File: src/rtl/scn_rom_responder_pkg.sv
// Shared definitions for the ROM responder: FSM encoding and the longword/word
// address widths used between the client side and the 16-bit memory side.
package scn_rom_responder_pkg;

  localparam int LW_ADDR_W = 19;
  localparam int WD_ADDR_W = 20;

  typedef enum logic [1:0] {
    IDLE  = 2'd0,
    RD_LO = 2'd1,
    RD_HI = 2'd2,
    DONE  = 2'd3
  } rom_state_e;

  // Word address of one half of a longword; concatenation only, never a carry.
  function automatic logic [WD_ADDR_W-1:0] word_addr(input logic [LW_ADDR_W-1:0] lw_addr,
                                                     input logic hi_half);
    return {lw_addr, hi_half};
  endfunction

endpackage

File: src/rtl/scn_rom_responder.sv
// Toggle-handshake ROM responder: turns a client longword read into two 16-bit
// memory reads, with an optional one-entry last-address hit buffer.
//
// Handshakes:
//   client: a request is outstanding while rom_req != rom_ack; rom_ack is set to
//           the rom_req value sampled at accept, and rom_data is valid whenever
//           rom_ack == rom_req.
//   memory: mem_req is held high with a stable mem_addr until a one-cycle
//           mem_ack, whose mem_data is taken in that same cycle; mem_ack while
//           mem_req is low carries no meaning and is dropped.
module scn_rom_responder
  import scn_rom_responder_pkg::*;
#(
  parameter int HIT_EN = 1
) (
  input  logic        clk,
  input  logic        reset_n,
  input  logic [20:0] rom_address,
  input  logic        rom_req,
  output logic        rom_ack,
  output logic [31:0] rom_data,
  output logic [19:0] mem_addr,
  output logic        mem_req,
  input  logic        mem_ack,
  input  logic [15:0] mem_data,
  output logic        busy,
  output logic [1:0]  dbg_state
);

  rom_state_e             state_q, state_d;
  logic [LW_ADDR_W-1:0]   req_addr_q, req_addr_d;
  logic                   req_tog_q, req_tog_d;
  logic                   rom_ack_q, rom_ack_d;
  logic [31:0]            rom_data_q, rom_data_d;
  logic [31:0]            fetch_q, fetch_d;
  logic                   mem_req_q, mem_req_d;
  logic [WD_ADDR_W-1:0]   mem_addr_q, mem_addr_d;
  logic [LW_ADDR_W-1:0]   hit_addr_q, hit_addr_d;
  logic                   hit_valid_q, hit_valid_d;

  logic                   accept;
  logic                   hit;
  logic                   mem_beat;
  logic                   unused_byte_bits;

  assign unused_byte_bits = ^rom_address[1:0];

  assign accept   = (rom_req != rom_ack_q);
  assign hit      = (HIT_EN != 0) && hit_valid_q && (rom_address[20:2] == hit_addr_q);
  assign mem_beat = mem_req_q & mem_ack;

  always_comb begin
    state_d     = state_q;
    req_addr_d  = req_addr_q;
    req_tog_d   = req_tog_q;
    rom_ack_d   = rom_ack_q;
    rom_data_d  = rom_data_q;
    fetch_d     = fetch_q;
    mem_req_d   = mem_req_q;
    mem_addr_d  = mem_addr_q;
    hit_addr_d  = hit_addr_q;
    hit_valid_d = hit_valid_q;

    case (state_q)
      IDLE: begin
        if (accept) begin
          req_addr_d = rom_address[20:2];
          req_tog_d  = rom_req;
          if (hit) begin
            state_d = DONE;
          end else begin
            state_d    = RD_LO;
            mem_req_d  = 1'b1;
            mem_addr_d = word_addr(rom_address[20:2], 1'b0);
          end
        end
      end
      RD_LO: begin
        if (mem_beat) begin
          fetch_d[15:0] = mem_data;
          mem_addr_d    = word_addr(req_addr_q, 1'b1);
          state_d       = RD_HI;
        end
      end
      RD_HI: begin
        if (mem_beat) begin
          fetch_d[31:16] = mem_data;
          mem_req_d      = 1'b0;
          state_d        = DONE;
        end
      end
      DONE: begin
        // rom_data is republished from the fetch buffer here, so a hit returns
        // the previous longword unchanged and a new fetch never disturbs the
        // data the client is still reading.
        rom_ack_d   = req_tog_q;
        rom_data_d  = fetch_q;
        hit_addr_d  = req_addr_q;
        hit_valid_d = (HIT_EN != 0);
        state_d     = IDLE;
      end
      default: begin
        state_d   = IDLE;
        mem_req_d = 1'b0;
      end
    endcase
  end

  always_ff @(posedge clk or negedge reset_n) begin
    if (!reset_n) begin
      state_q     <= IDLE;
      req_addr_q  <= '0;
      req_tog_q   <= 1'b0;
      rom_ack_q   <= 1'b0;
      rom_data_q  <= '0;
      fetch_q     <= '0;
      mem_req_q   <= 1'b0;
      mem_addr_q  <= '0;
      hit_addr_q  <= '0;
      hit_valid_q <= 1'b0;
    end else begin
      state_q     <= state_d;
      req_addr_q  <= req_addr_d;
      req_tog_q   <= req_tog_d;
      rom_ack_q   <= rom_ack_d;
      rom_data_q  <= rom_data_d;
      fetch_q     <= fetch_d;
      mem_req_q   <= mem_req_d;
      mem_addr_q  <= mem_addr_d;
      hit_addr_q  <= hit_addr_d;
      hit_valid_q <= hit_valid_d;
    end
  end

  assign rom_ack   = rom_ack_q;
  assign rom_data  = rom_data_q;
  assign mem_req   = mem_req_q;
  assign mem_addr  = mem_addr_q;
  assign busy      = (state_q != IDLE);
  assign dbg_state = state_q;

endmodule

File: config.mk
export PLATFORM = sky130hd
export DESIGN_NAME = scn_rom_responder
export DESIGN_NICKNAME = d
export VERILOG_FILES = /design/src/rtl/scn_rom_responder_pkg.sv /design/src/rtl/scn_rom_responder.sv
export SDC_FILE = /design/constraint.sdc
export NUM_CORES = 1
export LEC_CHECK = 0
export CORE_UTILIZATION = 25
export DETAILED_ROUTE_END_ITERATION = 7
export GPL_ROUTABILITY_DRIVEN = 0
export GPL_TIMING_DRIVEN = 0
export PLACE_DENSITY = 0.57
export SETUP_SLACK_MARGIN = 0.5
export SYNTH_ARGS = -nofsm -noshare
export SYNTH_HDL_FRONTEND = slang
export SYNTH_SLANG_ARGS = --single-unit
File: constraint.sdc
create_clock -name clk -period 2.1 [get_ports clk]
set_input_delay 0.525 -clock clk [delete_from_list [all_inputs] [get_ports clk]]
set_output_delay 0.525 -clock clk [all_outputs]
set_load 0.02 [all_outputs]
Word level (Yosys, flattened, before mapping)
Cells that the tools add are included.
{"block": "op_classes", "n_eq_ne": 9, "reduce_logical": 11, "n_bitwise": 1, "mux": 13}
{"operator": "2-to-1 mux 20 bit", "n": 3}
{"operator": "one-hot mux 20 bit (2 select lines)", "n": 1}
{"operator": "== test 19 bit", "n": 1}
{"operator": "2-to-1 mux 2 bit", "n": 4}
{"operator": "inequality test 2 bit (second input constant)", "n": 4}
{"operator": "one-hot mux 2 bit (4 select lines)", "n": 1}
{"operator": "AND reduction 4 bit", "n": 2}
{"operator": "AND reduction 2 bit", "n": 3}
{"operator": "nonzero test 2 bit", "n": 3}
{"operator": "== test 2 bit (second input constant)", "n": 2}
{"operator": "2-to-1 mux 1 bit", "n": 3}
{"operator": "AND reduction 3 bit", "n": 1}
{"operator": "== test 2 x 1 -> 1 bit (second input constant)", "n": 1}
{"operator": "zero test 2 bit", "n": 1}
{"operator": "one-hot mux 1 bit (2 select lines)", "n": 1}
{"operator": "AND 1 bit", "n": 1}
{"operator": "logical AND 1 bit", "n": 1}
{"operator": "inequality test 1 bit", "n": 1}
{"block": "totals", "out_inout_bits": 57, "inputBits": 41, "word_cells": 45, "ff_bits": 128}

Longest topological paths before layout
{"block": "depth", "depth_word": 5, "ltp_mapped": 8, "ltp_nobuf": 6}

Worst setup path after synthesis
OpenSTA, ideal clock, no wires.
{"block": "synth_path", "kind": "register to register", "start": "register state_q[0], in the netlist dbg_state[0]", "end": "register mem_addr_q[10], in the netlist mem_addr[10]", "setup_slack_ns": -0.268, "setup_ns": 0.125, "period_less_slack_ns": 2.368, "arrival_ns": 2.243, "path_buffers": 2, "required_time_ns": 1.975, "path_stages_with_launch": 9, "path_cell_list": "dfrtp_1 inv_1 ha_1 buf_2 nand2_1 or4_4 o221ai_4 buf_12 mux2_4"}
{"block": "synth_via", "elab_chain_cells": 3, "word_cells_on_any_way": 8, "cone_classes": "eq/ne (4); mux (1); reduce/logical (3)"}
{"item": "from (decl)", "line_no": "scn_rom_responder.sv:30", "source": "rom_state_e state_q, state_d;"}
{"item": "from (signal assigned)", "line_no": "scn_rom_responder.sv:122", "source": "state_q <= state_d;"}
{"item": "== test 2 x 1 -> 1 bit / zero test 2 bit (equally long branches)", "line_no": "scn_rom_responder.sv:64", "source": "case (state_q)"}
{"item": "inequality test 2 bit (no source line) / nonzero test 2 bit (equally long branches)"}
{"item": "AND reduction 4 bit (no source line)"}
{"item": "to (signal assigned)", "line_no": "scn_rom_responder.sv:129", "source": "mem_addr_q <= mem_addr_d;"}
{"item": "to (decl)", "line_no": "scn_rom_responder.sv:37", "source": "logic [WD_ADDR_W-1:0] mem_addr_q, mem_addr_d;"}
Several ways; a longest one is shown, not always the timed one.
A chain may end at the register's enable or synchronous reset.

Worst setup path in the final report
{"block": "layout_path", "start": "register state_q[0], in the netlist dbg_state[0]", "end": "register mem_addr_q[17], in the netlist mem_addr[17]"}
The elaborated chain is that of the path after synthesis.

==> impl_metrics.py <==
metrics = {
    "layout": {
        "drive_above_1_share_pct": 62.9,
        "area.growth.synth_to_final_pct": 57.9,
        "diodes": 0,
        "stdcell_count": 806,
        "fin_util_pct": 40.4,
        "fin_nets": 563,
    },
    "routing": {
        "totalWireLength_um": 14600,
        "wl_per_cell_um": 18.1,
        "ant_nets": 0,
        "drc_errors": 0,
        "drtPass1Iterations": 4,
        "vias": 3518,
        "drt_first_iter_violations": 116,
        "routed_via_density": 4.36,
    },
    "yosys": {
        "synth_edf_count": 0,
        "netlist.area_leader.share_pct": 59.4,
        "yosysTopAreaCell": "dfrtp_1",
        "syn_inst": 350,
        "synth.top_cells.by_area": "dfrtp_1, mux2_2, mux2_4",
        "avgSynthCellArea_um2": 15.4,
        "ys_types": 29,
        "synth.top_cells.by_count": "mux2_2, dfrtp_1, xor2_1",
        "ys_ff_latch": 128,
        "synth.most_common_cell": "mux2_2",
        "synth_warnings": 0,
        "syn_area_mm2": 0.00539,
        "synth_nets": 395,
        "async_flop_share_pct": 100,
        "ys_seq_area_share_pct": 59.4,
        "synthFlopType": "dfrtp_1",
    },
    "grt": {
        "grt_pass1_wl_um": 22500,
        "grt_max_degree": 94,
        "antenna_found_initial": 0,
        "overflow": 0,
        "grt_pass1_vias": 3962,
        "grt.total_usage_pct": 13.6,
    },
    "critical_path": {
        "cp.arrival_ns": 2.47,
        "cp.depth": 8,
        "reg2reg_depth": 8,
        "worstSetupPathType": "flop to flop",
        "cp_cell_sequence": "inv_2 -> ha_4 -> buf_8 -> nand2_4 -> or4_4 -> o221ai_4 -> buf_12 -> mux2_4",
        "worst_setup_path_end_kind": "flop",
        "required_ns": 2.40,
        "slowest_stage": "or4_4",
        "cp_slowest_stage_delay_ns": 0.54,
        "critPathLaunchType": "flop",
        "cp_top_family": "simple AND/OR/NAND/NOR gates",
        "worst-path-buf-inv": 3,
        "path_max_fanout": 10,
    },
    "power_and_ir_drop": {
        "internal_power_mw": 4.32,
        "switchingPower_mw": 1.26,
        "p_leak_nw": 4.32,
        "power_density_mw_per_mm2": 655,
        "p_seq_share_pct": 44.3,
        "swShare_pct": 22.5,
        "vdd_drop_max_v": 0.000408,
        "clock_power_share_pct": 52.0,
        "combPwrFrac_pct": 3.7,
    },
    "timing": {
        "rsz0062_at_grt": "true",
        "finalCritPeriodShare_pct": 104,
        "finalMaxSlewViolations": 0,
        "fin_tns_setup_ns": -1.38,
        "fmax_mhz": 460,
        "fin_crit_ns": 2.18,
        "final.setup_skew_ns": 0.0103,
        "tightestPinTransition_ns": 0.493,
        "layout_setup_ws_ns": -0.0759,
        "setup_viol": 22,
        "hold_viol": 0,
        "slew_headroom_pct": 67.1,
    },
    "floorplan": {
        "dieArea_mm2": 0.0222,
        "core.rowCount": 53,
        "start_util_pct": 25.6,
        "coreArea_mm2": 0.0211,
        "fp.dieH_um": 149,
        "die_w_um": 149,
        "io_pins": 98,
    },
    "clocking": {
        "cts_buffers": 17,
        "cts_tree": "yes",
        "htreeDepth": 4,
        "clkSinkCount": 128,
        "cts.path.max_buffers": 2,
        "insertion_delay_ns": 0.42,
        "clk_pin_slew_ns": 0.06,
        "cts_root_buffer": "clkbuf_16",
    },
    "hold_path": {
        "hold_path_class": "input pin to async pin",
    },
    "outcome": {
        "violations": "negative setup slack",
        "status": "complete, but fails checks",
    },
    "placed_design": {
        "hpwl_um": 8510,
        "preCtsSetupSlack_ns": -1.07,
        "dpl.cell_count": 721,
        "port_buffers": 95,
    },
    "flow_run": {
        "maxCapViolCount": 0,
    },
}
[metal layers]
layer	GRT usage, %	routed length [um]	vias up
met5	0	0	-
li1	-	-	1597
met4	6.02	297	0
met2	21.5	7110	64
met1	17.9	6820	1838
met3	2.57	339	19
[power by group through the flow]
stage | clock (mW) | combinational, mW | sequential (mW)
2_1_floorplan | 0 | 0.0414 | 2.51
3_3_place_gp | 0 | 0.193 | 2.51
3_5_place_dp | 0 | 0.203 | 2.51
4_1_cts | 3.00 | 0.206 | 2.47
5_1_grt | 3.11 | 0.227 | 2.47
6_report | 2.90 | 0.205 | 2.47
[worst paths after layout]
path | startpoint | endpoint | slack [ns]
max | dbg_state[0] | mem_addr[17] | -0.08
min | reset_n | rom_data[12] | 0.001
max reg2reg | dbg_state[0] | mem_addr[17] | -0.08
min reg2reg | mem_addr[0] | mem_addr[0] | 0.50
max in group asynchronous | reset_n | mem_req | 1.29
min in group clk | rom_address[2] | req_addr_q[0] | 0.47
[layout make-up]
cell class / count / area [um^2]
Multi-Input combinational cell: 205 / 2700
Sequential cell: 128 / 3210
Buffer: 14 / 275
Fill cell: 1958 / 12600
Clock inverter: 15 / 160
Tap cell: 275 / 344
Inverter: 3 / 13.8
Timing Repair Buffer: 149 / 1390
Clock buffer: 17 / 425
[worst register-to-register path, delay by kind of cell, from the launching register on]
| family | cells | cell delay, ns |
|---|---|---|
| buffers and inverters | 3 | 0.38 |
| muxes | 1 | 0.31 |
| DFF | 1 | 0.43 |
| adders and majority gates | 1 | 0.13 |
| AOI/OAI and AO/OA | 1 | 0.23 |
| and+or+nand+nor | 2 | 0.58 |
[state kept, by name (all words and copies together), names as in the netlist]
signal and flops:
fetch_q 32, rom_data 32, mem_addr 20, hit_addr_q 19, req_addr_q 19, dbg_state 2, hit_valid_q 1, mem_req 1
req_tog_q 1, rom_ack 1
[cells in the final DEF, fill, tap and decap left out, types with 2 or more instances in the layout]
master / instances
mux2_4: 110
a31oi_1: 2
nand2_1: 5
clkdlybuf4s50_1: 23
o21ai_0: 2
buf_16: 3
clkinv_2: 2
nand3_4: 2
dfrtp_1: 124
clkbuf_16: 29
clkinv_4: 3
xor2_1: 13
clkbuf_2: 2
ha_4: 4
dfrtp_2: 4
dlymetal6s2s_1: 2
buf_12: 6
dlygate4sd2_1: 12
buf_8: 3
buf_6: 31
nor4_2: 4
buf_2: 51
inv_2: 2
inv_6: 3
o211ai_1: 2
bufinv_16: 2
clkinvlp_4: 5
buf_4: 17
nor4_1: 3
xnor2_2: 6
mux2_2: 31
[logic make-up (layout without fill, tap and decap cells)]
kind of cell | count (synthesis) | after routing | share of synthesized area, %
AO/OA/AOI/OAI | 15 | 15 | 2.25
XOR/XNOR | 21 | 21 | 3.41
adder cells (fa/ha/maj) | 4 | 4 | 0.928
buffers and inverters | 17 | 198 | 1.51
flip-flops | 128 | 128 | 59.4
multiplexers | 141 | 141 | 30.1
AND/OR/NAND/NOR | 24 | 24 | 2.34
[stage by stage]
stage	hold slack [ns]	cell area [um^2]	power [mW]
floorplan	0.229	5490	2.55
global placement	0.462	6780	2.71
detailed placement	0.443	6810	2.71
CTS	0.00247	8400	5.67
global route	0.00838	8510	5.80
finish	0.00107	8510	5.57
[what timing repair did]
action                     4_1_cts  5_1_grt
gates cloned                     8        1
pin swaps                        9       13
hold buffers                     0        0
setup buffers                   35        9
gates resized for setup        375       75
setup endpoints to repair      172      154
(Power assumes the default switching activity.)
